**src/rtl/hog_pkg.sv**
```systemverilog
`default_nettype none
// ============================================================================
// Module   : hog_pkg
// Brief    : Shared HOG constants and output-switch state encoding.
// Revision : 1.0
// ============================================================================
package hog_pkg;

    localparam int HOG_LEVELS     = 7;
    localparam int HOG_DATA_WIDTH = 32;

    typedef enum logic [0:0] {
        ST_IDLE  = 1'b0,
        ST_GRANT = 1'b1
    } sw_state_e;

endpackage
`default_nettype wire

```
**src/rtl/hog_out_switch_rr_arbiter.sv**
```systemverilog
`default_nettype none
// ============================================================================
// Module   : rr_arbiter
// Brief    : Round-robin pick from a request vector, starting after last grant.
// Revision : 1.0
// ============================================================================
module rr_arbiter
    import hog_pkg::*;
#(
    parameter  int LEVELS    = HOG_LEVELS,
    localparam int IDX_WIDTH = $clog2(LEVELS)
) (
    input  logic                 clk,
    input  logic                 rst,
    input  logic [LEVELS-1:0]    req_i,
    input  logic                 update_i,
    output logic                 pick_valid_o,
    output logic [IDX_WIDTH-1:0] pick_idx_o,
    output logic [LEVELS-1:0]    pick_onehot_o,
    output logic [IDX_WIDTH-1:0] last_grant_o
);

    localparam logic [IDX_WIDTH:0] LEVELS_W = (IDX_WIDTH+1)'(LEVELS);

    logic [IDX_WIDTH-1:0] last_grant_q;
    logic [IDX_WIDTH:0]   cand_sum;
    logic [IDX_WIDTH-1:0] cand_idx;

    // Walk offsets 1..LEVELS from the last grant so the last winner is tried last.
    always_comb begin
        pick_valid_o  = 1'b0;
        pick_idx_o    = '0;
        pick_onehot_o = '0;
        cand_sum      = '0;
        cand_idx      = '0;
        for (int k = 1; k <= LEVELS; k++) begin
            cand_sum = {1'b0, last_grant_q} + (IDX_WIDTH+1)'(k);
            if (cand_sum >= LEVELS_W) begin
                cand_sum = cand_sum - LEVELS_W;
            end
            cand_idx = cand_sum[IDX_WIDTH-1:0];
            if (!pick_valid_o && req_i[cand_idx]) begin
                pick_valid_o = 1'b1;
                pick_idx_o   = cand_idx;
            end
        end
        pick_onehot_o[pick_idx_o] = pick_valid_o;
    end

    always_ff @(posedge clk) begin
        if (rst) begin
            last_grant_q <= IDX_WIDTH'(LEVELS-1);
        end else if (update_i) begin
            last_grant_q <= pick_idx_o;
        end
    end

    assign last_grant_o = last_grant_q;

endmodule
`default_nettype wire

```
**src/rtl/hog_out_switch.sv**
```systemverilog
`default_nettype none
// ============================================================================
// Module   : hog_out_switch
// Brief    : Round-robin burst switch merging per-level HOG streams into one.
// Revision : 1.0
// ============================================================================
module hog_out_switch
    import hog_pkg::*;
#(
    parameter  int LEVELS     = HOG_LEVELS,
    parameter  int DATA_WIDTH = HOG_DATA_WIDTH,
    parameter  int BURST_LEN  = 16,
    localparam int IDX_WIDTH  = $clog2(LEVELS)
) (
    input  logic                         clk,
    input  logic                         rst,
    input  logic [LEVELS-1:0]            in_valid,
    output logic [LEVELS-1:0]            in_ready,
    input  logic [LEVELS*DATA_WIDTH-1:0] in_data,
    output logic                         out_valid,
    input  logic                         out_ready,
    output logic [DATA_WIDTH-1:0]        out_data,
    output logic [IDX_WIDTH-1:0]         out_level,
    output logic                         out_last,
    output logic [LEVELS-1:0]            grant,
    output logic                         busy
);

    localparam int                   CNT_WIDTH = $clog2(BURST_LEN+1);
    localparam logic [CNT_WIDTH-1:0] LAST_CNT  = CNT_WIDTH'(BURST_LEN-1);

    sw_state_e              state_q, state_d;
    logic [LEVELS-1:0]      grant_q, grant_d;
    logic [CNT_WIDTH-1:0]   cnt_q, cnt_d;
    logic                   out_valid_q, out_valid_d;
    logic                   out_last_q, out_last_d;
    logic [DATA_WIDTH-1:0]  out_data_q, out_data_d;
    logic [IDX_WIDTH-1:0]   out_level_q, out_level_d;

    logic                   arb_update;
    logic                   pick_valid;
    logic [IDX_WIDTH-1:0]   pick_idx;
    logic [LEVELS-1:0]      pick_onehot;
    logic [IDX_WIDTH-1:0]   gidx;

    logic                   in_grant_state;
    logic                   can_load;
    logic                   valid_g;
    logic [DATA_WIDTH-1:0]  data_g;
    logic                   xfer;

    rr_arbiter #(
        .LEVELS (LEVELS)
    ) u_arb (
        .clk           (clk),
        .rst           (rst),
        .req_i         (in_valid),
        .update_i      (arb_update),
        .pick_valid_o  (pick_valid),
        .pick_idx_o    (pick_idx),
        .pick_onehot_o (pick_onehot),
        .last_grant_o  (gidx)
    );

    assign in_grant_state = (state_q == ST_GRANT);
    assign can_load       = !out_valid_q || out_ready;
    assign xfer           = in_grant_state && can_load && valid_g;

    // The arbiter's last-grant register doubles as the granted level index.
    always_comb begin
        valid_g = 1'b0;
        data_g  = '0;
        for (int i = 0; i < LEVELS; i++) begin
            if (gidx == IDX_WIDTH'(i)) begin
                valid_g = in_valid[i];
                data_g  = in_data[i*DATA_WIDTH +: DATA_WIDTH];
            end
        end
    end

    always_comb begin
        state_d     = state_q;
        grant_d     = grant_q;
        cnt_d       = cnt_q;
        out_valid_d = out_valid_q;
        out_last_d  = out_last_q;
        out_data_d  = out_data_q;
        out_level_d = out_level_q;
        arb_update  = 1'b0;

        if (out_valid_q && out_ready) begin
            out_valid_d = 1'b0;
        end

        case (state_q)
            ST_IDLE: begin
                if (pick_valid) begin
                    arb_update = 1'b1;
                    grant_d    = pick_onehot;
                    cnt_d      = '0;
                    state_d    = ST_GRANT;
                end
            end
            ST_GRANT: begin
                if (xfer) begin
                    out_valid_d = 1'b1;
                    out_data_d  = data_g;
                    out_level_d = gidx;
                    out_last_d  = (cnt_q == LAST_CNT);
                    cnt_d       = cnt_q + CNT_WIDTH'(1);
                    if (cnt_q == LAST_CNT) begin
                        state_d = ST_IDLE;
                        grant_d = '0;
                    end
                end else if (can_load && !valid_g) begin
                    // Requester went quiet while the output could accept: give up early.
                    state_d = ST_IDLE;
                    grant_d = '0;
                end
            end
            default: begin
                state_d = ST_IDLE;
                grant_d = '0;
            end
        endcase
    end

    always_ff @(posedge clk) begin
        if (rst) begin
            state_q     <= ST_IDLE;
            grant_q     <= '0;
            cnt_q       <= '0;
            out_valid_q <= 1'b0;
            out_last_q  <= 1'b0;
            out_data_q  <= '0;
            out_level_q <= '0;
        end else begin
            state_q     <= state_d;
            grant_q     <= grant_d;
            cnt_q       <= cnt_d;
            out_valid_q <= out_valid_d;
            out_last_q  <= out_last_d;
            out_data_q  <= out_data_d;
            out_level_q <= out_level_d;
        end
    end

    assign in_ready  = (in_grant_state && can_load) ? grant_q : '0;
    assign out_valid = out_valid_q;
    assign out_data  = out_data_q;
    assign out_level = out_level_q;
    assign out_last  = out_last_q;
    assign grant     = grant_q;
    assign busy      = in_grant_state;

endmodule
`default_nettype wire

```
**config.mk**
```make
export PLATFORM = sky130hd
export DESIGN_NAME = hog_out_switch
export DESIGN_NICKNAME = d
export VERILOG_FILES = /design/src/rtl/hog_pkg.sv /design/src/rtl/hog_out_switch_rr_arbiter.sv /design/src/rtl/hog_out_switch.sv
export SDC_FILE = /design/constraint.sdc
export NUM_CORES = 1
export LEC_CHECK = 0
export ABC_AREA = 1
export CORE_ASPECT_RATIO = 1.2
export CORE_MARGIN = 4
export CORE_UTILIZATION = 37
export DETAILED_ROUTE_END_ITERATION = 8
export GPL_TIMING_DRIVEN = 0
export HOLD_SLACK_MARGIN = 0.02
export PLACE_DENSITY_LB_ADDON = 0.08
export SYNTH_ARGS = -nofsm -noshare
export SYNTH_HDL_FRONTEND = slang
export SYNTH_SLANG_ARGS = --single-unit
```
**constraint.sdc**
```tcl
create_clock -name clk -period 3.4 [get_ports clk]
set_input_delay 0.51 -clock clk [delete_from_list [all_inputs] [get_ports clk]]
set_output_delay 0.51 -clock clk [all_outputs]
set_load 0.05 [all_outputs]
```
* After elaboration in Yosys (flattened, before gate mapping)
Index checks and enable logic that the tools add are counted.
** Word-level totals
- Register bits after elaboration :: 53
- Latch bits :: 0
- Memory bits (writable) :: 0
- Bits in read-only memories :: 0
- Bits of input ports :: 234
- Output and inout port bits :: 52
- Memories kept :: 0
** Cells by class
- $add $sub $neg :: 15
- $mul :: 0
- Divide/modulo/power cells :: 0
- $lt $le $gt $ge :: 16
- Eq/ne operators :: 11
- Shift operators :: 0
- Mux-type cells :: 69
- Bitwise gates (word level) :: 2
- Reduce and logical (&&, ||, !) cells :: 24
** Operators by type and width (count)
- 32-bit two-way mux :: 7
- 3-bit two-way mux :: 14
- 7-bit two-way mux :: 5
- 3-bit by 4-bit less-than comparator with 1-bit output, second input constant :: 8
- 1-bit two-way mux :: 30
- 4-bit by 3-bit greater-or-equal comparator with 1-bit output, second input constant :: 7
- 1-bit binary-select mux with 3-bit select :: 7
- 3-bit subtractor, second input constant :: 7
- 3-bit by 3-bit adder with 4-bit output, second input constant :: 4
- 7-bit case mux with 2 select lines :: 1
- 1-bit logical AND :: 11
- 5-bit two-way mux :: 2
- 5-bit case mux with 2 select lines :: 1
- 3-bit == test, second input constant :: 3
- 3-bit by 2-bit adder with 4-bit output, second input constant :: 2
- 1-bit zero test :: 8
- 7-bit bitwise AND :: 1
- 3-bit by 2-bit == test with 1-bit output, second input constant :: 2
- 5-bit by 1-bit adder with 5-bit output, second input constant :: 1
- 5-bit by 4-bit == test with 1-bit output, second input constant :: 1
- 3-bit by 1-bit adder with 4-bit output, second input constant :: 1
- 2-bit AND reduction :: 2
- 1-bit demux with 3-bit select :: 1
- 3-bit by 1-bit == test with 1-bit output, second input constant :: 1
- other kinds (10) :: 10

* Longest topological paths before layout
- Depth in word-level cells :: 31
- Gate-level depth with buffers :: 24
- Depth with buffers taken out :: 22

* Modules after synthesis
Synthesis repeated with hierarchy kept, for this count alone.
** Second synthesis, totals
- Cell total of the unflattened synthesis :: 906
- Area, all modules :: 5158.7 um^2
** By module, submodules not included
- hog_out_switch :: instances 1, cells an instance 618, area an instance 3514.6 um^2, sequential area each 1001.0 um^2
- rr_arbiter :: instances 1, cells an instance 288, area an instance 1644.1 um^2, sequential area each 60.1 um^2

* Worst setup path after synthesis
Ideal clock, no wire load.
- Kind :: register to register
- Start :: register u_arb.last_grant_q[1] (netlist: u_arb.last_grant_o[1])
- End :: register cnt_q[3]
- Library setup time :: 114 ps
- Data arrival time :: 3364 ps
- Setup slack :: -78 ps
- Cell stages (with the launch flop) :: 20
- Buffers on the path :: 2
- Period minus slack after synthesis :: 3478 ps
- Cells stage by stage :: dfxtp_1 > inv_1 > ha_1 > buf_2 > clkinv_1 > clkbuf_1 > fa_1 > xnor2_1 > o21ai_0 > nand4_1 > nand2_2 > nor2_8 > nand3_4 > nor2_8 > nand3_2 > nand2_2 > nand2_1 > nand2_1 > xor2_1 > nor2_1
** Between the ends
- Cells in the longest elaborated chain, start to end :: 26
- Elaborated cells between the ends (all ways) :: 79
- Those cells by class :: add/sub (14); order compare (7); eq/ne (8); mux (35); reduce/logical (15)
** Ends and longest elaborated chain
- from (decl) :: line hog_out_switch_rr_arbiter.sv:25 : logic [IDX_WIDTH-1:0] last_grant_q;
- from (signal assigned) :: line hog_out_switch_rr_arbiter.sv:52 : last_grant_q <= IDX_WIDTH'(LEVELS-1);
- from (signal assigned) :: line hog_out_switch_rr_arbiter.sv:54 : last_grant_q <= pick_idx_o;
- 3-bit by 1-bit adder with 4-bit output :: line hog_out_switch_rr_arbiter.sv:37 : cand_sum = {1'b0, last_grant_q} + (IDX_WIDTH+1)'(k);
- 4-bit by 3-bit greater-or-equal comparator with 1-bit output or 3-bit subtractor (tied branches) :: line hog_out_switch_rr_arbiter.sv:38, hog_out_switch_rr_arbiter.sv:39
- 3-bit two-way mux :: line hog_out_switch_rr_arbiter.sv:38 : if (cand_sum >= LEVELS_W) begin
- 1-bit binary-select mux with 3-bit select :: line hog_out_switch_rr_arbiter.sv:42 : if (!pick_valid_o && req_i[cand_idx]) begin
- 1-bit two-way mux (not written as such) :: line hog_out_switch_rr_arbiter.sv:42
- 1-bit two-way mux :: line hog_out_switch_rr_arbiter.sv:42
- 1-bit zero test :: line hog_out_switch_rr_arbiter.sv:42
- 1-bit logical AND :: line hog_out_switch_rr_arbiter.sv:42
- [... 10 more ...]
- 1-bit zero test :: line hog_out_switch_rr_arbiter.sv:42
- 1-bit logical AND :: line hog_out_switch_rr_arbiter.sv:42
- 1-bit two-way mux :: line hog_out_switch_rr_arbiter.sv:42
- 1-bit zero test :: line hog_out_switch_rr_arbiter.sv:42
- 1-bit logical AND :: line hog_out_switch_rr_arbiter.sv:42
- 1-bit two-way mux :: line hog_out_switch_rr_arbiter.sv:42
- 2-bit != test (no line)
- 2-bit AND reduction (no line) *
- to (signal assigned) :: line hog_out_switch.sv:140 : cnt_q <= cnt_d;
- to (decl) :: line hog_out_switch.sv:34 : logic [CNT_WIDTH-1:0] cnt_q, cnt_d;
Mark *: on every way between the ends. The rest lies on a longest branch, timed or not. The select of a mux whose other input is x is not followed.
A chain may end at the register's enable or synchronous reset.

* Worst setup path in the final report
- Start :: register u_arb.last_grant_q[2] (netlist: u_arb.last_grant_o[2])
- End :: register grant_q[3] (netlist: grant[3])
** Between the ends
- Cells in the longest elaborated chain, start to end :: 31
- Elaborated cells between the ends (all ways) :: 98
- Those cells by class :: add/sub (14); order compare (9); eq/ne (9); mux (47); bitwise (1); reduce/logical (18)
** Ends and longest elaborated chain
- 3-bit by 1-bit adder with 4-bit output :: line hog_out_switch_rr_arbiter.sv:37
- 4-bit by 3-bit greater-or-equal comparator with 1-bit output or 3-bit subtractor (tied branches) :: line hog_out_switch_rr_arbiter.sv:38, hog_out_switch_rr_arbiter.sv:39
- 3-bit two-way mux :: line hog_out_switch_rr_arbiter.sv:38
- 1-bit binary-select mux with 3-bit select :: line hog_out_switch_rr_arbiter.sv:42
- 1-bit two-way mux (not written as such) :: line hog_out_switch_rr_arbiter.sv:42
- 1-bit two-way mux :: line hog_out_switch_rr_arbiter.sv:42
- 1-bit zero test :: line hog_out_switch_rr_arbiter.sv:42
- 1-bit logical AND :: line hog_out_switch_rr_arbiter.sv:42
- [... 15 more ...]
- 3-bit two-way mux :: line hog_out_switch_rr_arbiter.sv:42
- 3-bit by 4-bit less-than comparator with 1-bit output (not written as such) or 3-bit by 1-bit greater-or-equal comparator with 1-bit output (tied branches) :: line hog_out_switch_rr_arbiter.sv:47 : pick_onehot_o[pick_idx_o] = pick_valid_o;
- 1-bit logical AND (not written as such) :: line hog_out_switch_rr_arbiter.sv:47
- 1-bit two-way mux (not written as such) :: line hog_out_switch_rr_arbiter.sv:47
- 1-bit demux with 3-bit select
- 7-bit bitwise AND (no line)
- 7-bit two-way mux :: line hog_out_switch.sv:97 : if (pick_valid) begin
- 7-bit case mux with 2 select lines :: line hog_out_switch.sv:95 : case (state_q)
- to (signal assigned) :: line hog_out_switch.sv:139 : grant_q <= grant_d;
- to (decl) :: line hog_out_switch.sv:33 : logic [LEVELS-1:0] grant_q, grant_d;
Parallel ways exist; a longest one is shown, timed or not. The select of a mux whose other input is x is not followed.

==> metrics.md <==
| Metric | Value |
|---|---|
| Rows | 48 |
| Post-Synth Adder-Cell Area | about 3.7% |
| Critical path class | flop to flop |
| Syn_nets | about 1,200 |
| Cell area after synthesis | between 5000 and 6000 sq um |
| Total power | approximately 9000 uW |
| Initial antenna violation count | 1 |
| # Max-Cap Violations | 0 |
| Top cell type by total area after synthesis | dfxtp_1 |
| Clock slew at reported path FFs | about 70 ps |
| DP Wirelength | approximately 23 mm |
| Critical path endpoint category | flop |
| Number of flops mapped to enable cells by yosys | 0 |
| Largest net degree at the start of global routing | 17 |
| Port Buffer Count | 284 |
| Post-Synth XOR/XNOR Area | less than 1% |
| Hold Vio Cnt, Final | 0 |
| Seq/Total Area, Yosys | about a fifth |
| Synth Area in Compound Gates | between 20% and 30% |
| Leakage power | ~0.0036 uW |
| CTS hold repair buffers | 0 |
| Final layout net count | around 1,500 |
| Clk buf depth | 2 |
| Status | finished, final reports clean |
| Worst-Skew Late Latency | between 200 and 300 ps |
| CP startpoint kind | flop |
| Finished Layout Cells | ~1,500 |
| Worst Path Arrival | 3370 ps |
| Synthesized netlist cell count | about 980 |
| Hold path cells | 2 |
| Core ar. | between 10,000 and 15,000 sq um |
| Worst endpoint required time | roughly 3600 ps |
| DR DRC count | 0 |
| Maximum clock rate | 312 MHz |
| Global-route wire length before repair | ~40 mm |
| CTS root buf | clkbuf_16 |
| CTS Buf Count | 5 |
| DR vias/cell | ~5.4 |
| Vias in the first global route | 7,728 |
| IO Count | 286 |
| Layout area overhead | 61.4% |
| Slew headroom | 58.6% |
| Largest family of logic cells by synthesized area | simple AND/OR/NAND/NOR gates |
| Wire per inst | around 18 um |
| Clock Skew | between 7 and 8 ps |
| Cell variety after synth | 40 |
| Post-synth top flop | dfxtp_1 |
| Chip Height | about 140 um |
| CTS tree | done |
| Routed vias | ~8,000 |
| Synth Area in Simple Gates | about 46% |
| Post-synth top area share | a little under a fifth |
| P per Cell Area | between 900 and 1000 nW/um^2 |
| Register-to-Register Path Depth | 19 |
| Fin. max-slew vios | 0 |
| RSZ-0062 raised after global routing | true |
| Iter 0 DRT Violations | 634 |
| DIE WIDTH | between 100 and 150 um |
| Multiplexer share of the synthesized area | 0% |
| Worst-path fanout max | 16 |
| Share of cells above drive strength 1 | about 6.6% |
| FF+latch count, synth | 53 |
| # clock sinks | 53 |
| Largest cells by area after synthesis | dfxtp_1 (19%), nand2_1 (19%), nand3_1 (15%), o21ai_0 (9.7%), o211ai_1 (5.4%) |
| GPL Wtd Cong | around 0.98 |
| Register-to-register setup slack | around 200 ps |
| Total Routing Usage GR | 29.9% |
| Dpl cells | 1,459 |
| Routed WL | about 27 mm |
| Mapped Avg Cell Area | about 5.7 sq um |
| Most common cell in the netlist | nand2_1 |
| VDD IR max | about 720 uV |
| Detail Route Antenna Nets | 0 |
| Worst slew pin tran | about 620 ps |
| Diode count | 0 |
| HP Class | flop to flop |
| Starting density of the core | a little under two fifths |
| H-tree levels | 2 |
| Detailed-router iteration count before antenna repair | 5 |
| Yosys warns | 0 |
| Minimum clock period | around 3200 ps |
| Global route overflow | 0 |
| Setup violations, final | 0 |
| Full die area | about 17,000 sq um |
| Final worst-path cycle share | a little over nine tenths |
| Ys async rst share | 0% |
| Most frequent cells after synthesis | nand2_1 (277), nand3_1 (164), o21ai_0 (108) |
critical path, stage by stage (launching register included):
cell     delay [ps]
dfxtp_2         370
buf_4           170
inv_6            60
buf_6           150
buf_8           160
fa_2            470
xnor2_2         200
o21ai_0         160
nand4_1         150
nand2_2         160
nor2_8           70
buf_4           150
nand4_1          80
nand3_1          90
nor2_1          170
nand3_2         130
nand2_1         110
nor2_1           60
nor2_1          100
nor2_1           50
placed cells by master, fill, tap and decap left out, types with 6 or more instances in the layout:
master           synthesis  layout
nand3_1                164     162
nand2_2                 14      19
nor2_1                  37      33
a21oi_1                 49      49
o21ai_1                  6       8
buf_4                    1       6
clkdlybuf4s50_1          0     284
nand2_1                277     271
dfxtp_1                 53      51
o21ai_0                108     105
ha_1                    15      12
clkbuf_1                54      49
inv_1                   56      54
nand3_2                  5       7
nand4_1                 46      46
o211ai_1                40      40
cell type report:
cell class,count,area [sq um]
Buffer,68,317
Clock buffer,6,139
Clock inverter,2,37.5
Fill cell,1498,5570
Inverter,64,260
Multi-Input combinational cell,789,4080
Sequential cell,53,1070
Tap cell,200,250
Timing Repair Buffer,289,2880
power by group:
part	internal [uW]	switching, uW	leakage (uW)
logic	2470	4910	0.00312
clock network	368	233	0.0000831
registers	842	155	0.000432
total	3680	5300	0.00363
per-layer routing:
metal,track usage (%),vias up,share of wire (%)
met3,6.81,56,8.5
li1,-,3936,-
met5,0,-,0.048
met4,8.17,2,3.1
met2,59.8,378,53
met1,30.9,3615,35
state kept, by name, indices dropped and copies added (netlist names):
name,flops
out_data,32
grant,7
cnt_q,5
out_level,3
u_arb.last_grant_o,3
busy,1
out_last,1
out_valid,1
worst paths after layout:
path / from / to
setup / recovery: u_arb.last_grant_o[2] / grant[3]
hold / removal: out_data[7] / out_data[7]
setup reg to reg: u_arb.last_grant_o[2] / grant[3]
hold reg to reg: out_data[7] / out_data[7]
what timing repair did:
| action | in CTS | in global routing |
|---|---|---|
| pin swaps | 2 | 5 |
| endpoints found under the setup margin | 53 | 50 |
| setup buffers | 1 | 4 |
| resized for setup | 15 | 34 |
through the flow:
stage | hold WS [ps] | utilization (%) | setup WS, ps | TNS (ps) | instance area [sq um]
after floorplan | 443 | - | 46.7 | 0 | 5600
after global placement | 452 | 59.6 | -629 | -16000 | 8690
after detailed placement | 455 | 59.6 | -711 | -18980 | 8690
after CTS | 465 | 61.0 | 1.23 | 0 | 8910
after global routing | 486 | 61.9 | -104 | -248 | 9030
final | 465 | 61.9 | 198 | 0 | 9030
logic make-up (layout without fill, tap and decap cells):
kind of cell | after synthesis | count (layout)
AO/OA/AOI/OAI | 212 | 212
XOR/XNOR | 5 | 5
adder cells (fa/ha/maj) | 16 | 16
buffers and inverters | 133 | 429
flip-flops | 53 | 53
AND/OR/NAND/NOR | 556 | 556
Power figures use the tool's default switching activity.
